[src/rtl/lsu_pkg.sv]
// lsu_pkg: shared definitions for the load/store unit.
//   - RV32I load/store funct3 encodings
//   - FSM state enum
//   - lsu_fault(): misalignment / illegal-encoding check for a request
package lsu_pkg;

   localparam logic [2:0] F3_B  = 3'd0;
   localparam logic [2:0] F3_H  = 3'd1;
   localparam logic [2:0] F3_W  = 3'd2;
   localparam logic [2:0] F3_BU = 3'd4;
   localparam logic [2:0] F3_HU = 3'd5;

   typedef enum logic [1:0] {
      S_IDLE      = 2'd0,
      S_RMW_WRITE = 2'd1,
      S_RESP      = 2'd2
   } lsu_state_t;

   // 1 when the request must not touch memory: unaligned halfword/word,
   // reserved funct3 (3,6,7), or an unsigned-load encoding used as a store.
   function automatic logic lsu_fault(input logic we, input logic [2:0] f3,
                                      input logic [1:0] off);
      case (f3)
         F3_B:    return 1'b0;
         F3_BU:   return we;
         F3_H:    return off[0];
         F3_HU:   return we | off[0];
         F3_W:    return off != 2'b00;
         default: return 1'b1;
      endcase
   endfunction

endpackage

[src/rtl/lsu_align.sv]
// lsu_align: combinational data alignment for the load/store unit.
//   funct3    in  access size/sign
//   byte_off  in  byte address bits [1:0]
//   rdata     in  word read from memory
//   wdata     in  store data (low byte/halfword used for SB/SH)
//   load_data out extracted and sign/zero-extended load result
//   merged    out rdata with the store byte lane(s) replaced by wdata
module lsu_align
   import lsu_pkg::*;
(
   input  logic [2:0]  funct3,
   input  logic [1:0]  byte_off,
   input  logic [31:0] rdata,
   input  logic [31:0] wdata,
   output logic [31:0] load_data,
   output logic [31:0] merged
);

   logic [31:0] shifted;
   logic [7:0]  lbyte;
   logic [15:0] lhalf;
   logic [3:0]  be;
   logic [31:0] wrep;

   assign shifted = rdata >> {byte_off, 3'b000};
   assign lbyte   = shifted[7:0];
   assign lhalf   = byte_off[1] ? rdata[31:16] : rdata[15:0];

   always_comb begin
      load_data = rdata;
      case (funct3)
         F3_B:    load_data = {{24{lbyte[7]}}, lbyte};
         F3_BU:   load_data = {24'd0, lbyte};
         F3_H:    load_data = {{16{lhalf[15]}}, lhalf};
         F3_HU:   load_data = {16'd0, lhalf};
         default: load_data = rdata;
      endcase
   end

   // Replicate the store data across all lanes, then pick lanes by byte enable.
   always_comb begin
      be   = 4'b1111;
      wrep = wdata;
      case (funct3[1:0])
         2'b00: begin
            be   = 4'b0001 << byte_off;
            wrep = {4{wdata[7:0]}};
         end
         2'b01: begin
            be   = byte_off[1] ? 4'b1100 : 4'b0011;
            wrep = {2{wdata[15:0]}};
         end
         default: begin
            be   = 4'b1111;
            wrep = wdata;
         end
      endcase
      merged = rdata;
      for (int i = 0; i < 4; i++)
         if (be[i]) merged[8*i +: 8] = wrep[8*i +: 8];
   end

endmodule

[src/rtl/load_store_unit.sv]
// load_store_unit: MEM-stage port between the pipeline and a word-addressed
// single-port data memory.
//   clk, rst_n                  clock, async active-low reset
//   req_valid/req_ready         request handshake (accept = both high)
//   req_we/funct3/addr/wdata    request fields, sampled only at accept
//   resp_valid                  one-cycle completion pulse
//   resp_rdata/resp_fault       result, held until the next response
//   mem_write_en/addr/write_data, mem_read_data   data memory port
// Loads, SW and faults respond one cycle after accept. SB/SH read the old
// word at accept and write the merged word in RMW_WRITE.
module load_store_unit
   import lsu_pkg::*;
#(
   parameter int ADDR_WIDTH = 16
) (
   input  logic        clk,
   input  logic        rst_n,
   input  logic        req_valid,
   output logic        req_ready,
   input  logic        req_we,
   input  logic [2:0]  req_funct3,
   input  logic [31:0] req_addr,
   input  logic [31:0] req_wdata,
   output logic        resp_valid,
   output logic [31:0] resp_rdata,
   output logic        resp_fault,
   output logic        mem_write_en,
   output logic [31:0] mem_addr,
   output logic [31:0] mem_write_data,
   input  logic [31:0] mem_read_data
);

   lsu_state_t            state;
   logic [ADDR_WIDTH-1:0] idx_q;
   logic [31:0]           merged_q;

   logic                  accept;
   logic                  fault;
   logic                  subword_st;
   logic [ADDR_WIDTH-1:0] req_idx;
   logic [31:0]           load_data;
   logic [31:0]           merged;
   logic                  unused_addr;

   assign req_idx     = req_addr[ADDR_WIDTH+1:2];
   assign unused_addr = ^req_addr[31:ADDR_WIDTH+2];
   assign req_ready   = rst_n & (state == S_IDLE);
   assign accept      = req_valid & req_ready;
   assign fault       = lsu_fault(req_we, req_funct3, req_addr[1:0]);
   assign subword_st  = req_we & (req_funct3 != F3_W);

   lsu_align u_align (
      .funct3    (req_funct3),
      .byte_off  (req_addr[1:0]),
      .rdata     (mem_read_data),
      .wdata     (req_wdata),
      .load_data (load_data),
      .merged    (merged)
   );

   // SW writes straight through in the accept cycle; SB/SH write in RMW_WRITE.
   // rst_n gating kills a write already in flight when reset hits mid-RMW.
   assign mem_write_en   = rst_n & ((accept & req_we & ~fault & ~subword_st) |
                                    (state == S_RMW_WRITE));
   assign mem_addr       = (state == S_IDLE) ? 32'(req_idx) : 32'(idx_q);
   assign mem_write_data = (state == S_RMW_WRITE) ? merged_q : req_wdata;

   always_ff @(posedge clk or negedge rst_n) begin
      if (!rst_n) begin
         state      <= S_IDLE;
         resp_valid <= 1'b0;
         resp_rdata <= 32'd0;
         resp_fault <= 1'b0;
         idx_q      <= '0;
         merged_q   <= 32'd0;
      end else begin
         resp_valid <= 1'b0;
         case (state)
            S_IDLE: begin
               if (accept) begin
                  idx_q <= req_idx;
                  if (fault) begin
                     resp_rdata <= 32'd0;
                     resp_fault <= 1'b1;
                     resp_valid <= 1'b1;
                     state      <= S_RESP;
                  end else if (subword_st) begin
                     // response registers untouched until the write completes
                     merged_q <= merged;
                     state    <= S_RMW_WRITE;
                  end else begin
                     resp_rdata <= req_we ? 32'd0 : load_data;
                     resp_fault <= 1'b0;
                     resp_valid <= 1'b1;
                     state      <= S_RESP;
                  end
               end
            end
            S_RMW_WRITE: begin
               resp_rdata <= 32'd0;
               resp_fault <= 1'b0;
               resp_valid <= 1'b1;
               state      <= S_RESP;
            end
            S_RESP:  state <= S_IDLE;
            default: state <= S_IDLE;
         endcase
      end
   end

endmodule

[config.mk]
export PLATFORM = sky130hd
export DESIGN_NAME = load_store_unit
export DESIGN_NICKNAME = d
export VERILOG_FILES = /design/src/rtl/lsu_pkg.sv /design/src/rtl/lsu_align.sv /design/src/rtl/load_store_unit.sv
export SDC_FILE = /design/constraint.sdc
export NUM_CORES = 1
export LEC_CHECK = 0
export CAP_MARGIN = 40
export CORE_MARGIN = 4
export CORE_UTILIZATION = 30
export CTS_BUF_LIST = sky130_fd_sc_hd__clkbuf_8
export DETAILED_ROUTE_END_ITERATION = 10
export SLEW_MARGIN = 15
export SYNTH_ARGS = -nofsm -noshare
export SYNTH_HDL_FRONTEND = slang
export SYNTH_SLANG_ARGS = --single-unit
export TNS_END_PERCENT = 10
[constraint.sdc]
create_clock -name clk -period 3.71 [get_ports clk]
set_input_delay 1.113 -clock clk [delete_from_list [all_inputs] [get_ports clk]]
set_output_delay 1.113 -clock clk [all_outputs]
set_load 0.05 [all_outputs]
After elaboration in Yosys (flattened, before gate mapping):

Index checks and enable logic that the tools add are counted.

* logic and storage cells: 65
* flip-flop bits (word level): 84
* output and inout port bits: 100
* input bits: 103

* reductions and logical operators: 8
* muxes and demuxes: 29
* shift operators: 2
* eq/ne operators: 9
* bitwise operators: 11

Operator list (count)
* $mux 32: 5
* $pmux 32 s2: 2
* $pmux 32 s4: 1
* $mux 16: 2
* $mux 8: 4
* $shr 32x5->8: 1
* $pmux 4 s2: 1
* $and 1x1->1: 7
* $eq 3x3->1 const B: 2
* $mux 1: 6
* $mux 2: 3
* $pmux 1 s5: 1
* $eq 2x1->1 const B: 2
* $logic_not 2->1: 2
* $mux 4: 1
* $pmux 1 s2: 2
* $pmux 2 s2: 1
* $reduce_and 4->1: 1
* $reduce_bool 2->1: 2
* $shl 1x2->4 const A: 1
* $eq 3x1->1 const B: 1
* $eq 3x2->1 const B: 1
* $logic_not 3->1: 1
* $ne 3x2->1 const B: 1
* other kinds (6): 8

Longest topological paths before layout:

* depth in word-level cells: 8
* mapped depth: 8
* depth with buffers taken out: 4

By module:

A second synthesis with hierarchy kept.

* cell total of the unflattened synthesis: 516
* area, all modules: 5440.2 um2

Modules (own cells, without submodules)
* load_store_unit: cells an instance 272, area each 3986.3 um2, times used 1
* lsu_align: cells an instance 244, area each 1453.9 um2, times used 1

Least setup slack after synthesis:

OpenSTA, ideal clock, no wires.

* kind: input port to output port
* from: in req_funct3[1]
* to: out mem_write_en
* required time: 2.597 ns
* stages on the path: 7
* slack: -0.118 ns
* data arrival time: 2.715 ns
* cell sequence: buf_2 > buf_2 > buf_1 > clkbuf_1 > nand4_1 > o21ai_0 > and2_1

* cells in the longest elaborated chain, start to end: 7
* elaborated cells on any way between the ends: 14

Ends and longest elaborated chain
* from (decl): RTL line load_store_unit.sv:21 `input logic [2:0] req_funct3,`
* $eq 3x2->1, or another cell as far along: RTL line lsu_pkg.sv:23 `case (f3)`
* $pmux 1 s5: RTL line lsu_pkg.sv:23
* $not 1->1 (no line)
* $and 1x1->1: RTL line load_store_unit.sv:63 `assign mem_write_en = rst_n & ((accept & req_we & ~fault & ~subword_st) |`
* $and 1x1->1 (*): RTL line load_store_unit.sv:63
* $or 1x1->1 (*): RTL line load_store_unit.sv:63
* $and 1x1->1 (*): RTL line load_store_unit.sv:63
* to (decl): RTL line load_store_unit.sv:27 `output logic mem_write_en,`

Mark *: on every way between the ends. The rest lies on a longest branch, timed or not.

Worst setup path in the final report:

* from: in req_valid
* to: out mem_write_en

* cells in the longest elaborated chain, start to end: 6

Ends and longest elaborated chain
* from (decl): RTL line load_store_unit.sv:18 `input logic req_valid,`
* $and 1x1->1: RTL line load_store_unit.sv:48 `assign accept = req_valid & req_ready;`
* $and 1x1->1 (3 in series): RTL line load_store_unit.sv:63
* $or 1x1->1: RTL line load_store_unit.sv:63
* $and 1x1->1: RTL line load_store_unit.sv:63

No other way between the ends.

==> summary.md <==
| Metric | Value |
|---|---|
| Setup TNS | 0 ns |
| Num CTS Buffers | 9 |
| Run status | completed |
| Crit-path max FO | 2 |
| Fin. Hold Viols | 0 |
| Peak VDD IR | 144 uV |
| Initial drt markers | 362 |
| Post-synth top flop | dfrtp_1 |
| Post-DP Area | 0.00761 sq mm |
| Core area | 0.0168 sq mm |
| Adder-cell share of the synthesized area | 0% |
| XOR/XNOR Fraction of Synth Area | 0% |
| Worst slew margin | 45.0% |
| Fin cells | 954 |
| Clock root buffer | clkbuf_8 |
| Setup crit end kind | primary output |
| CTS Sinks | 84 |
| Die ar. | 0.0195 sq mm |
| Gp weighted congestion | 0.963 |
| GRT overflow | 0 |
| Number of global-route vias before repair | 5020 |
| Routed wire length | 19.6 mm |
| Leakage | 3.56 nW |
| RSZ-0062 raised after global routing | no |
| Setup-failing EPs final | 0 |
| Fin nets | 832 |
| Gate Count Post-Synth | 565 |
| Class of the tightest hold or removal check | reg -> reg |
| GRT Total Usage | 19.5% |
| Synth warnings | 0 |
| Clock Tree Buf Depth | 2 |
| Initial antenna violation count | 2 |
| Slew Viols, Final | 0 |
| Antenna Nets Post-Route | 0 |
| Ant diodes | 0 |
| FMAX | 277 MHz |
| Pwr/cell area | 363 mW/mm^2 |
| Number of enable flip-flop cells after synthesis | 0 |
| Starting density of the core | 30.9% |
| I/O Pins | 203 |
| Synthesized flop and latch total | 84 |
| Register area share after synthesis | 40.5% |
| CTS tree | built |
| Multiplexer share of the synthesized area | 18.6% |
| Worst Path Required | 2.60 ns |
| Synth Area in Simple Gates | 16.1% |
| Placed instance count | 936 |
| CP Class | in -> out |
| Part of the cycle the worst path needs | 97.4% |
| # rows | 47 |
| Hold_buf cts | 0 |
| Minimum clock period | 3.61 ns |
| Skew-Pair Late Insertion Delay | 0.38 ns |
| Synth Area per Inst | 9.18 sq um |
| Area Growth Syn to Fin | 50.7% |
| Residual DRC count | 0 |
| R2R Setup Slk | 1.62 ns |
| DR WL/cell | 20.5 microns |
| Share of flip-flops with an asynchronous set or reset | 100% |
| Flip-flop and latch area | 0.00210 sq mm |
| Clock Skew | 0.0114 ns |
| Hold slack | 0.488 ns |
| Worst EP arrival | 2.50 ns |
| Die width | 139 microns |
| Vias per cell | 5.20 |
| Max-Cap Viols | 0 |
| Die Height | 139 microns |
| Largest family of logic cells by synthesized area | multiplexers |
| Area occupied by multi-input gates | 0.00281 sq mm |
| First-pass GRT wire length | 29.5 mm |
| First-pass detailed-route iteration total | 7 |
| Final Power | 2.84 mW |
| Worst-Margin Slew | 0.825 ns |
| Count of different cell masters after synthesis | 43 |
| FILL cells | 1587 |
| CTS H-tree lvls | 3 |
| Largest net degree at the start of global routing | 66 |
| Post-synthesis compound-gate area fraction | 18.1% |
| Crit path launch type | input port |
| Fraction of layout cells with a size suffix above 1 | 22.6% |
| Placed wire-length estimate | 14.7 mm |
| Clk pin slew, worst setup/hold paths | 0.09 ns |
| Via count | 4959 |
| Design area | 0.00781 sq mm |
| IO buf count | 172 |
| Mapped Area | 0.00518 sq mm |
## stage by stage
stage / worst slack [ns] / util [%]
3_5_place_dp: 0.0241 / 45.4
5_1_grt: 0.00407 / 46.6
2_1_floorplan: 0.00994 / -
3_3_place_gp: 0.00158 / 45.4
6_report: 0.0954 / 46.6
4_1_cts: 0.0114 / 46.4
## registers in the layout (all words and copies together) (netlist names)
signal	count
state	2
resp_rdata	32
idx_q	16
resp_valid	1
resp_fault	1
merged_q	32
## synthesized netlist by cell type, types with 6 or more instances
cell / count / area (sq um)
o2bb2ai_1: 7 / 61.3
o21ai_0: 42 / 210
nor2b_1: 9 / 56.3
mux2i_1: 40 / 400
o31ai_1: 6 / 45.0
dfrtp_1: 84 / 2100
a21o_1: 10 / 75.1
a22o_1: 8 / 70.1
buf_4: 17 / 128
mux2_2: 50 / 563
o31ai_2: 9 / 113
o221ai_1: 7 / 61.3
a222oi_1: 7 / 70.1
nand2_1: 145 / 544
buf_2: 9 / 45.0
clkbuf_1: 29 / 109
a21oi_1: 26 / 130
nand3_1: 16 / 80.1
## cells by family (layout without fill, tap and decap cells)
group           Yosys count  count (layout)
buf+inv                  67             221
compound gates          131             131
other cells               1              16
flops                    84              84
mux                      90              90
simple gates            192             192
## layout make-up
class | count | area share [%]
well taps | 220 | 3.52
repair buffers | 200 | 31.1
clock inverters | 7 | 0.673
multi-input cells | 429 | 36.0
flip-flops and latches | 84 | 26.9
clock buffers | 9 | 1.59
inverters | 5 | 0.240
## layout by cell type (no fill, tap or decap), types with 8 or more instances in the layout
master	n
nand2_1	145
nor2b_1	8
clkbuf_8	9
mux2_2	50
dfrtp_1	84
buf_4	28
o21ai_0	41
nand3_1	16
mux2i_1	40
a22o_1	8
clkdlybuf4s50_1	120
a21o_1	10
a21oi_1	26
buf_12	50
conb_1	16
o31ai_2	9
## what timing repair did
action / CTS / global route
setup buffers: 0 / 2
endpoints found under the setup margin: 0 / 1
resized for setup: 0 / 4
## per-layer routing
layer	up-vias	global-route usage [%]	share of wire, %
met5	-	0	0.087
met4	4	6.18	1.9
met2	229	31.6	47
li1	2291	-	-
met1	2404	25.6	42
met3	31	5.08	8.4
## path summary, 6_finish.rpt
| path | cells past startpoint | startpoint | endpoint |
|---|---|---|---|
| max in group asynchronous | 3 | rst_n | resp_rdata[8] |
| hold reg to reg | 2 | merged_q[25] | merged_q[25] |
| setup reg to reg | 4 | state[0] | resp_rdata[25] |
| min in group asynchronous | 2 | rst_n | idx_q[4] |
| hold / removal | 2 | merged_q[25] | merged_q[25] |
| setup / recovery | 7 | req_valid | mem_write_en |
## critical path, cell delays in order
cell and delay, ns:
clkdlybuf4s50_1 0.47, nor4bb_2 0.21, buf_4 0.17, nand4_1 0.08, o21ai_1 0.12, and2_2 0.17, buf_6 0.16
## power breakdown
group | switching, mW | internal [mW] | leakage [nW] | total (mW)
Combinational | 0.614 | 0.474 | 2.39 | 1.09
Sequential | 0.0801 | 1.06 | 1.09 | 1.14
Clock | 0.364 | 0.245 | 0.0779 | 0.609
Power figures use the tool's default switching activity.
==> patch: new RTL, same settings <==
Register the output `resp_fault` once more, with the module's reset; this adds one clock of latency there. The other outputs are not delayed to match.
--- a/src/rtl/load_store_unit.sv
+++ b/src/rtl/load_store_unit.sv
@@ -30,4 +30,6 @@
    input  logic [31:0] mem_read_data
 );
+
+   logic resp_fault_s0;
 
    lsu_state_t            state;
@@ -71,5 +73,5 @@
          resp_valid <= 1'b0;
          resp_rdata <= 32'd0;
-         resp_fault <= 1'b0;
+         resp_fault_s0 <= 1'b0;
          idx_q      <= '0;
          merged_q   <= 32'd0;
@@ -82,5 +84,5 @@
                   if (fault) begin
                      resp_rdata <= 32'd0;
-                     resp_fault <= 1'b1;
+                     resp_fault_s0 <= 1'b1;
                      resp_valid <= 1'b1;
                      state      <= S_RESP;
@@ -91,5 +93,5 @@
                   end else begin
                      resp_rdata <= req_we ? 32'd0 : load_data;
-                     resp_fault <= 1'b0;
+                     resp_fault_s0 <= 1'b0;
                      resp_valid <= 1'b1;
                      state      <= S_RESP;
@@ -99,5 +101,5 @@
             S_RMW_WRITE: begin
                resp_rdata <= 32'd0;
-               resp_fault <= 1'b0;
+               resp_fault_s0 <= 1'b0;
                resp_valid <= 1'b1;
                state      <= S_RESP;
@@ -109,4 +111,12 @@
    end
 
+   always_ff @(posedge clk or negedge rst_n) begin
+      if (!rst_n) begin
+         resp_fault <= '0;
+      end else begin
+         resp_fault <= resp_fault_s0;
+      end
+   end
+
 endmodule
 
Function: changed (Yosys sat finds a counterexample within 4 cycles, from zero or initial values and one cycle with rst_n low).
==> patch against the unedited design <==
Setup slack worse by 0.020 ns; area after synthesis grew 0.48%; sequential cell count grew 1; total power rose by 1.6%; design area fell by 0.11%; sequential share of layout area is 0.35 points higher; routed wire length decreased by 1.2%; clock power is 6.6% higher; clock skew decreased by 0.0061 ns; highest routed layer is now met4.
==> patch: results (changes against the unedited design) <==
[yosys]
synth_area_leaders = dfrtp_1, mux2_2, nand2_1
yosys-top-cells-count = nand2_1, dfrtp_1, mux2_2
ys_seq_area_share_pct = 40.8  ; +0.29 points
synth-warning-count = 0  ; unchanged
synth.distinct_cells = 43  ; unchanged
ys.flop_type = dfrtp_1
synthArstFlopShare_pct = 100  ; unchanged

[floorplanning]
rows = 47  ; unchanged

[worst_setup_path]
rr_startpoint = state[0]$_DFFE_PN0P_
cp_slowest_cell = clkdlybuf4s50_1
arrival_ns = 2.52  ; +0.02 ns
worstReg2RegEnd = resp_rdata[28]$_DFFE_PN0P_
cp_max_fo = 5  ; +3
reg2reg_slack_ns = 1.43  ; -0.19 ns
critPathMaxStageDelay_ns = 0.51  ; +0.04 ns
rr_worst_depth = 5  ; +1
critPathTopFamily = buffers and inverters

[sta]
fin_worst_skew_ns = 0.00530  ; -0.00607 ns
holdWs_ns = 0.398  ; -0.0907 ns
tightest_slew_ns = 0.794  ; -0.0315 ns

[cells_and_area]
nFillCells = 1658  ; +4.5%
drive_gt1_share_pct = 21.3  ; -1.3 points
final_nets = 825  ; -0.84%
antenna_cells = 0  ; unchanged
largestRegisters = merged_q x32, resp_rdata x32, idx_q x16

[global_routing]
grt_max_degree = 89  ; +35%
grt_pass1_vias = 4938  ; -1.6%
grt_usage_pct = 19.3  ; -0.28 points
antenna_found_initial = 0  ; -2
grt_first_pass_wirelength_mm = 29.4  ; -0.42%

[hold_path]
hold_class = reg -> reg
hold_path_end = resp_fault$_DFF_PN0_
hold_depth = 0  ; -2
hold_path_startpoint = resp_fault_s0$_DFFE_PN0P_

[place]
routabilityCongestion = 0.893  ; -7.3%
portBuffers = 172  ; unchanged
dpl.hpwl_mm = 14.5  ; -1.4%

[power]
vdd_ir_drop_max_mv = 0.161  ; +12%
p_leak_nw = 3.57  ; +0.25%

[clock_network]
clock_latency_ns = 0.37
ctsResizeCount = 3  ; +3
cts_buffers = 9  ; unchanged
htree_levels = 3  ; unchanged
cts-root-buf = clkbuf_8
cts_setup_buffers = 0  ; unchanged
cts_buffer_depth = 2  ; unchanged

[drt]
detail_route.iter0.violations = 424  ; +17%
vias_per_cell = 5.23  ; +0.58%
routed_wl_mm = 19.3  ; -1.2%
drt-pass1-iter-count = 6  ; -1

[outcome]
status = complete, no violations

-- patch: stage by stage --
step	instance area [sq um]	utilization (%)	total power, mW	worst slack [ns]	std cells
global placement	7600	45.2	2.23	-0.134	931
CTS	7800	46.4	2.90	0.0314	946
global route	7800	46.4	3.02	0.0203	946
finish	7800	46.4	2.88	0.0753	946
floorplan	5270	-	1.77	0.00994	581
detailed placement	7600	45.2	2.25	-0.0599	931
-- patch: cells by family after synthesis --
kind of cell | Yosys count | share of synthesized area, %
flip-flops | 85 | 40.8
AND/OR/NAND/NOR | 192 | 16.0
multiplexers | 90 | 18.5
AO/OA/AOI/OAI | 131 | 18.0
other | 1 | 0.0720
buffers and inverters | 67 | 6.58
-- patch: final cells by class --
cell class	instances	area share (%)
clock buffer	9	1.59
clock inverter	6	0.721
inverter	5	0.240
multi-input combinational	429	36.1
sequential	85	27.3
tap	220	3.53
timing repair buffer	192	30.6
-- patch: how the worst max path moves through the flow --
| stage | from | end | cells past startpoint |
|---|---|---|---|
| after global routing | req_funct3[2] | mem_write_en | 6 |
| after floorplan | req_funct3[1] | mem_write_en | 7 |
| after global placement | req_valid | mem_write_en | 7 |
| after CTS | req_valid | mem_write_en | 7 |
| final | req_funct3[2] | mem_write_en | 6 |
| after detailed placement | req_valid | mem_write_en | 7 |
-- patch: power by group --
group	switching (mW)	internal, mW	total (mW)
sequential	0.0758	1.07	1.15
combinational	0.615	0.470	1.09
clock	0.347	0.302	0.649
-- patch: metal layers --
metal | vias up | track usage (%) | part of all wire, %
li1 | 2281 | - | -
met1 | 2400 | 24.5 | 40
met2 | 226 | 31.2 | 48
met3 | 39 | 5.63 | 8.3
met4 | 0 | 6.94 | 3.0
met5 | - | 0 | 0
